<file path="src/rtl/qspi_flash_read_ctrl.sv">
// Single-word QSPI NOR read sequencer: command, 24-bit address, dummy, data, then a response handshake.
// Define QSPI_QUAD_EN for quad output read (0x6B, 4 bits per SCLK); otherwise fast read (0x0B, 1 bit per SCLK).
module qspi_flash_read_ctrl #(
  parameter int PRESCALER     = 4,
  parameter int DUMMY_CYCLES  = 6,
  parameter int CS_GAP_CYCLES = 4
) (
  input  logic        clock,
  input  logic        reset,
  input  logic        req_valid,
  output logic        req_ready,
  input  logic [23:0] req_addr,
  output logic        resp_valid,
  input  logic        resp_ready,
  output logic [31:0] resp_data,
  output logic        qspi_cs,
  output logic        qspi_sclk,
  output logic [3:0]  dq_o,
  output logic [3:0]  dq_oe,
  input  logic [3:0]  dq_i,
  output logic        busy,
  output logic [2:0]  dbg_state_o
);

`ifdef QSPI_QUAD_EN
  localparam logic [7:0] CMD_BYTE = 8'h6B;
  localparam int         ND       = 8;
`else
  localparam logic [7:0] CMD_BYTE = 8'h0B;
  localparam int         ND       = 32;
`endif

  localparam logic [3:0] DIV_LAST   = 4'(PRESCALER - 1);
  localparam logic [7:0] DUMMY_LAST = 8'(DUMMY_CYCLES - 1);
  localparam logic [7:0] DATA_LAST  = 8'(ND - 1);
  localparam logic [7:0] GAP_LAST   = 8'((CS_GAP_CYCLES > 0) ? CS_GAP_CYCLES - 1 : 0);

  typedef enum logic [2:0] {
    S_IDLE, S_CMD, S_ADDR, S_DUMMY, S_DATA, S_RESP, S_GAP
  } state_t;

  state_t      state_q;
  logic [3:0]  div_q;
  logic [7:0]  per_q;
  logic [7:0]  gap_q;
  logic [31:0] tx_q;
  logic [31:0] rx_q;
  logic [31:0] rx_d;
  logic [7:0]  per_last;
  logic        sclk_q;
  logic        cs_q;
  logic        resp_valid_q;
  logic [31:0] resp_data_q;
  logic [3:0]  dq_o_q;
  logic [3:0]  dq_oe_q;

  // Both ports are valid/ready: a transfer happens on the clock edge where valid && ready are both
  // high; the side raising valid keeps its payload stable until then. req_ready is high only in IDLE.
  assign req_ready   = (state_q == S_IDLE);
  assign busy        = (state_q != S_IDLE);
  assign dbg_state_o = state_q;
  assign resp_valid  = resp_valid_q;
  assign resp_data   = resp_data_q;
  assign qspi_cs     = cs_q;
  assign qspi_sclk   = sclk_q;
  assign dq_o        = dq_o_q;
  assign dq_oe       = dq_oe_q;

  always_comb begin
    per_last = 8'd0;
    case (state_q)
      S_CMD:   per_last = 8'd7;
      S_ADDR:  per_last = 8'd23;
      S_DUMMY: per_last = DUMMY_LAST;
      S_DATA:  per_last = DATA_LAST;
      default: per_last = 8'd0;
    endcase
  end

`ifdef QSPI_QUAD_EN
  assign rx_d = {rx_q[27:0], dq_i};
`else
  logic unused_dq;
  assign unused_dq = ^{dq_i[3:2], dq_i[0]};
  assign rx_d = {rx_q[30:0], dq_i[1]};
`endif

  always_ff @(posedge clock or posedge reset) begin
    if (reset) begin
      state_q      <= S_IDLE;
      div_q        <= '0;
      per_q        <= '0;
      gap_q        <= '0;
      tx_q         <= '0;
      rx_q         <= '0;
      sclk_q       <= 1'b0;
      cs_q         <= 1'b1;
      resp_valid_q <= 1'b0;
      resp_data_q  <= '0;
      dq_o_q       <= '0;
      dq_oe_q      <= '0;
    end else begin
      case (state_q)
        S_IDLE: begin
          if (req_valid) begin
            tx_q    <= {CMD_BYTE, req_addr[23:2], 2'b00};
            dq_o_q  <= {3'b000, CMD_BYTE[7]};
            dq_oe_q <= 4'b0001;
            cs_q    <= 1'b0;
            sclk_q  <= 1'b0;
            div_q   <= '0;
            per_q   <= '0;
            rx_q    <= '0;
            state_q <= S_CMD;
          end
        end
        S_CMD, S_ADDR, S_DUMMY, S_DATA: begin
          if (div_q != DIV_LAST) begin
            div_q <= div_q + 4'd1;
          end else begin
            div_q  <= '0;
            sclk_q <= ~sclk_q;
            if (!sclk_q) begin
              if (state_q == S_DATA) rx_q <= rx_d;
            end else begin
              // Falling edge: start of the next SCLK period, the only place dq_o may change.
              per_q <= (per_q == per_last) ? 8'd0 : per_q + 8'd1;
              if (state_q == S_CMD || (state_q == S_ADDR && per_q != per_last)) begin
                tx_q   <= {tx_q[30:0], 1'b0};
                dq_o_q <= {3'b000, tx_q[30]};
              end
              if (per_q == per_last) begin
                case (state_q)
                  S_CMD:   state_q <= S_ADDR;
                  S_ADDR: begin
                    state_q <= S_DUMMY;
                    dq_oe_q <= 4'b0000;
                    dq_o_q  <= 4'b0000;
                  end
                  S_DUMMY: state_q <= S_DATA;
                  default: begin
                    state_q      <= S_RESP;
                    cs_q         <= 1'b1;
                    resp_valid_q <= 1'b1;
                    resp_data_q  <= {rx_q[7:0], rx_q[15:8], rx_q[23:16], rx_q[31:24]};
                  end
                endcase
              end
            end
          end
        end
        S_RESP: begin
          if (resp_ready) begin
            resp_valid_q <= 1'b0;
            gap_q        <= '0;
            state_q      <= S_GAP;
          end
        end
        S_GAP: begin
          if (gap_q == GAP_LAST) state_q <= S_IDLE;
          else gap_q <= gap_q + 8'd1;
        end
        default: state_q <= S_IDLE;
      endcase
    end
  end

endmodule

</file>
<file path="config.mk">
export PLATFORM = sky130hd
export DESIGN_NAME = qspi_flash_read_ctrl
export DESIGN_NICKNAME = d
export VERILOG_FILES = /design/src/rtl/qspi_flash_read_ctrl.sv
export SDC_FILE = /design/constraint.sdc
export NUM_CORES = 1
export LEC_CHECK = 0
export CAP_MARGIN = 25
export CORE_MARGIN = 2
export CORE_UTILIZATION = 45
export DETAILED_ROUTE_END_ITERATION = 16
export PLACE_DENSITY = 0.64
export SLEW_MARGIN = 40
export SYNTH_ARGS = -nofsm -noshare
export SYNTH_HDL_FRONTEND = slang
export SYNTH_SLANG_ARGS = --single-unit
</file>
<file path="constraint.sdc">
create_clock -name clock -period 9.8 [get_ports clock]
set_clock_uncertainty 0.05 [all_clocks]
set_input_delay 1.96 -clock clock [delete_from_list [all_inputs] [get_ports clock]]
set_output_delay 1.96 -clock clock [all_outputs]
set_load 0.005 [all_outputs]
</file>
==> impl_metrics.py <==
metrics = {
    "worst_setup_path": {
        "crit_start": "dbg_state_o[0]",
        "crit_type": "register to output pin",
        "arrival_ns": 2.57,
        "cp-start-kind": "register",
        "cp_max_fo": 20,
        "path_cells": "nor2_2 > nand2_1 > inv_1 > clkdlybuf4s50_1",
        "critPathTopFamily": "simple AND/OR/NAND/NOR gates",
        "critPathRequiredTime_ns": 7.79,
        "critical_path_buf_inv_count": 2,
        "r2r_setup_slack_ns": 6.76,
        "max_stage_delay_ns": 0.63,
        "ff2ff_path_depth": 6,
        "r2r_end": "resp_data[26]",
        "timing.rr.start": "dbg_state_o[0]",
        "worst_path_max_delay_cell": "dfrtp_1",
        "endpoint_kind": "output pin",
    },
    "sta": {
        "slew_headroom_pct": 51.91,
        "rsz0062_at_grt": "no",
        "hold_viol": 0,
        "period_share_pct": 46.75,
        "final-setup-viol-count": 0,
        "drv_slew": 0,
        "worstMarginPinSlew_ns": 0.7214,
        "setup_ws_ns": 5.218,
        "setup_tns_ns": 0,
        "fin_crit_ns": 4.582,
        "max_clock_freq_mhz": 218.3,
    },
    "run": {
        "drv_cap": 0,
    },
    "placed_design": {
        "gp_congestion": 0.8258,
        "placed_area_um2": 6555,
        "place_ws_ns": 5.334,
        "place_hpwl_um": 7232,
        "dpl.cell_count": 797,
        "io_buffers": 71,
    },
    "cts": {
        "clock_latency_ns": 0.41,
        "ctsHoldBuffers": 0,
        "cts_resized": 0,
        "cts_tree": "built",
        "cts_max_level": 4,
        "clk_path_buf_depth": 2,
        "cts_sinks": 124,
        "cts_root_buf": "clkbuf_16",
        "clk_pin_slew_ns": 0.05,
        "postCtsSetupRepairBufs": 0,
        "numCtsBuffers": 17,
    },
    "synthesis": {
        "synth_top_area_cell": "dfrtp_1",
        "yosys_most_used_dff": "dfrtp_1",
        "syn_inst": 586,
        "synth.area.top_cells": "dfrtp_1 53%, nand2_1 8.9%, mux2_4 7.0%",
        "avgSynthCellArea_um2": 9.828,
        "ys_seq_elements": 124,
        "netlist_area_um2": 5759,
        "synth-edff-count": 0,
        "synthTopCellsByCount": "136 x nand2_1, 123 x dfrtp_1, 53 x o21ai_0",
        "synth-seq-area-share_pct": 53.90,
        "synth_top_area_share_pct": 53.44,
        "ys_warn_count": 0,
        "synth.distinct_cells": 61,
        "synth_most_common_cell": "nand2_1",
        "async_flop_share_pct": 100.0,
    },
    "power": {
        "p_leak_uw": 0.003157,
        "ir_drop_uv": 104.2,
        "clkPwrFrac_pct": 50.8,
        "seqPwrFrac_pct": 47.2,
        "power_density_nw_per_um2": 152.9,
        "comb_power_share_pct": 2.0,
        "swShare_pct": 20.17,
        "switching_power_uw": 219.3,
        "p_int_uw": 867.9,
    },
    "final_layout": {
        "regArea_um2": 3105,
        "instances_no_fill": 829,
        "diodes": 0,
        "multi_input_area_um2": 2445,
        "syn_to_final_growth_pct": 23.48,
        "drive_gt1_share_pct": 11.72,
        "nets": 680,
        "nFillCells": 1122,
        "finish.instance_area_um2": 7112,
    },
    "detailed_routing": {
        "wl_per_cell_um": 13.89,
        "vias": 4350,
        "drc": 0,
        "wirelength_um": 11520,
        "ant_nets": 0,
        "viasPerCell": 5.247,
        "drt_pass1_iterations": 6,
        "drtIter0Drc": 431,
    },
    "global_routing": {
        "antenna_found_initial": 0,
        "grt_max_degree": 68,
        "grt_pass1_vias": 4092,
        "grt_pass1_wl_um": 19450,
        "grt_usage_pct": 18.07,
        "gr-total-overflow": 0,
    },
    "floorplan": {
        "die_x_um": 117.1,
        "core_um2": 12570,
        "die_h_um": 117.1,
        "ios": 80,
        "initial_core_util_pct": 45.82,
        "dieArea_um2": 13720,
        "rows": 41,
    },
    "hold_path": {
        "hold_path_class": "register to register",
        "min_to": "rx_q[31]",
        "hp-start": "rx_q[31]",
        "hold_depth": 2,
    },
    "run_status": {
        "status": "finished, final reports clean",
    },
}
[power by group through the flow]
stage	combinational, uW	clock (uW)	sequential (uW)
floorplan	8.89	0	521
global placement	22.6	0	521
detailed placement	22.6	0	521
CTS	22.7	569	512
global route	25.0	593	512
finish	21.9	553	513
[worst min-delay path: cells and delay by family, from the launching register on]
family / cells / cell delay [ns]
AO/OA/AOI/OAI: 1 / 0.06
flip-flops: 1 / 0.34
AND/OR/NAND/NOR: 1 / 0.05
[area by class of cell]
cell class	instances	area share, %
clock buffer	24	6.914
clock inverter	7	0.5630
inverter	14	0.7741
multi-input combinational	412	34.38
sequential	124	43.67
tap	172	3.026
timing repair buffer	76	10.68
[sequential cells by signal, indices dropped and copies added (netlist names)]
register,cells
resp_data,32
rx_q,32
tx_q,29
gap_q,8
per_q,8
div_q,4
dq_o,4
dbg_state_o,3
dq_oe,1
qspi_cs,1
qspi_sclk,1
resp_valid,1
[logic make-up after synthesis]
family | synth area share (%)
compound gates | 13.19
xor+xnor | 1.456
fa+ha+maj | 0.8256
buf+inv | 4.345
flops | 53.90
mux | 8.386
other cells | 0.06511
simple gates | 17.84
[stage by stage]
stage / hold slack (ns) / total power [uW] / util [%]
floorplan: 0.4000 / 530.3 / -
global placement: 0.4156 / 543.9 / 52.13
detailed placement: 0.4236 / 544.0 / 52.16
CTS: 0.4356 / 1104 / 56.39
global route: 0.4673 / 1130 / 56.59
finish: 0.4324 / 1087 / 56.59
[routing by layer]
| layer | vias to the layer above | GRT usage, % | wire length, um |
|---|---|---|---|
| met5 | - | 0 | 0 |
| met4 | 0 | 5.098 | 139 |
| met3 | 13 | 5.716 | 568 |
| met2 | 105 | 29.63 | 5571 |
| met1 | 2098 | 23.23 | 5236 |
| li1 | 2134 | - | - |
[how the worst max path moves through the flow]
stage                           endpoint  slack [ns]  cells past startpoint
after floorplan           dbg_state_o[0]        4.49                      1
after global placement         req_ready        5.35                      4
after detailed placement       req_ready        5.33                      4
after CTS                      req_ready        4.85                      4
after global routing           req_ready        5.03                      4
final                          req_ready        5.22                      4
[cells in the final DEF (no fill, tap or decap), types with 3 or more instances in the layout]
cell | synthesis | routed
clkbuf_16 | 0 | 17
nor3b_1 | 3 | 3
clkdlybuf4s50_1 | 0 | 71
ha_1 | 3 | 3
nor2_1 | 42 | 40
a211oi_1 | 4 | 3
buf_4 | 4 | 3
o21ai_0 | 53 | 53
a21oi_1 | 18 | 18
mux2_1 | 5 | 5
dfrtp_1 | 123 | 122
clkinv_2 | 0 | 5
xor2_1 | 5 | 5
o21ai_1 | 7 | 6
conb_1 | 1 | 3
mux2_4 | 27 | 27
a31oi_1 | 29 | 29
nor2b_1 | 4 | 4
and3_1 | 7 | 7
nor3_1 | 4 | 4
nand3_1 | 15 | 15
nand2_1 | 136 | 135
clkbuf_1 | 20 | 3
inv_1 | 12 | 11
clkbuf_8 | 0 | 4
Note: power is estimated with default switching activity, not from simulation.
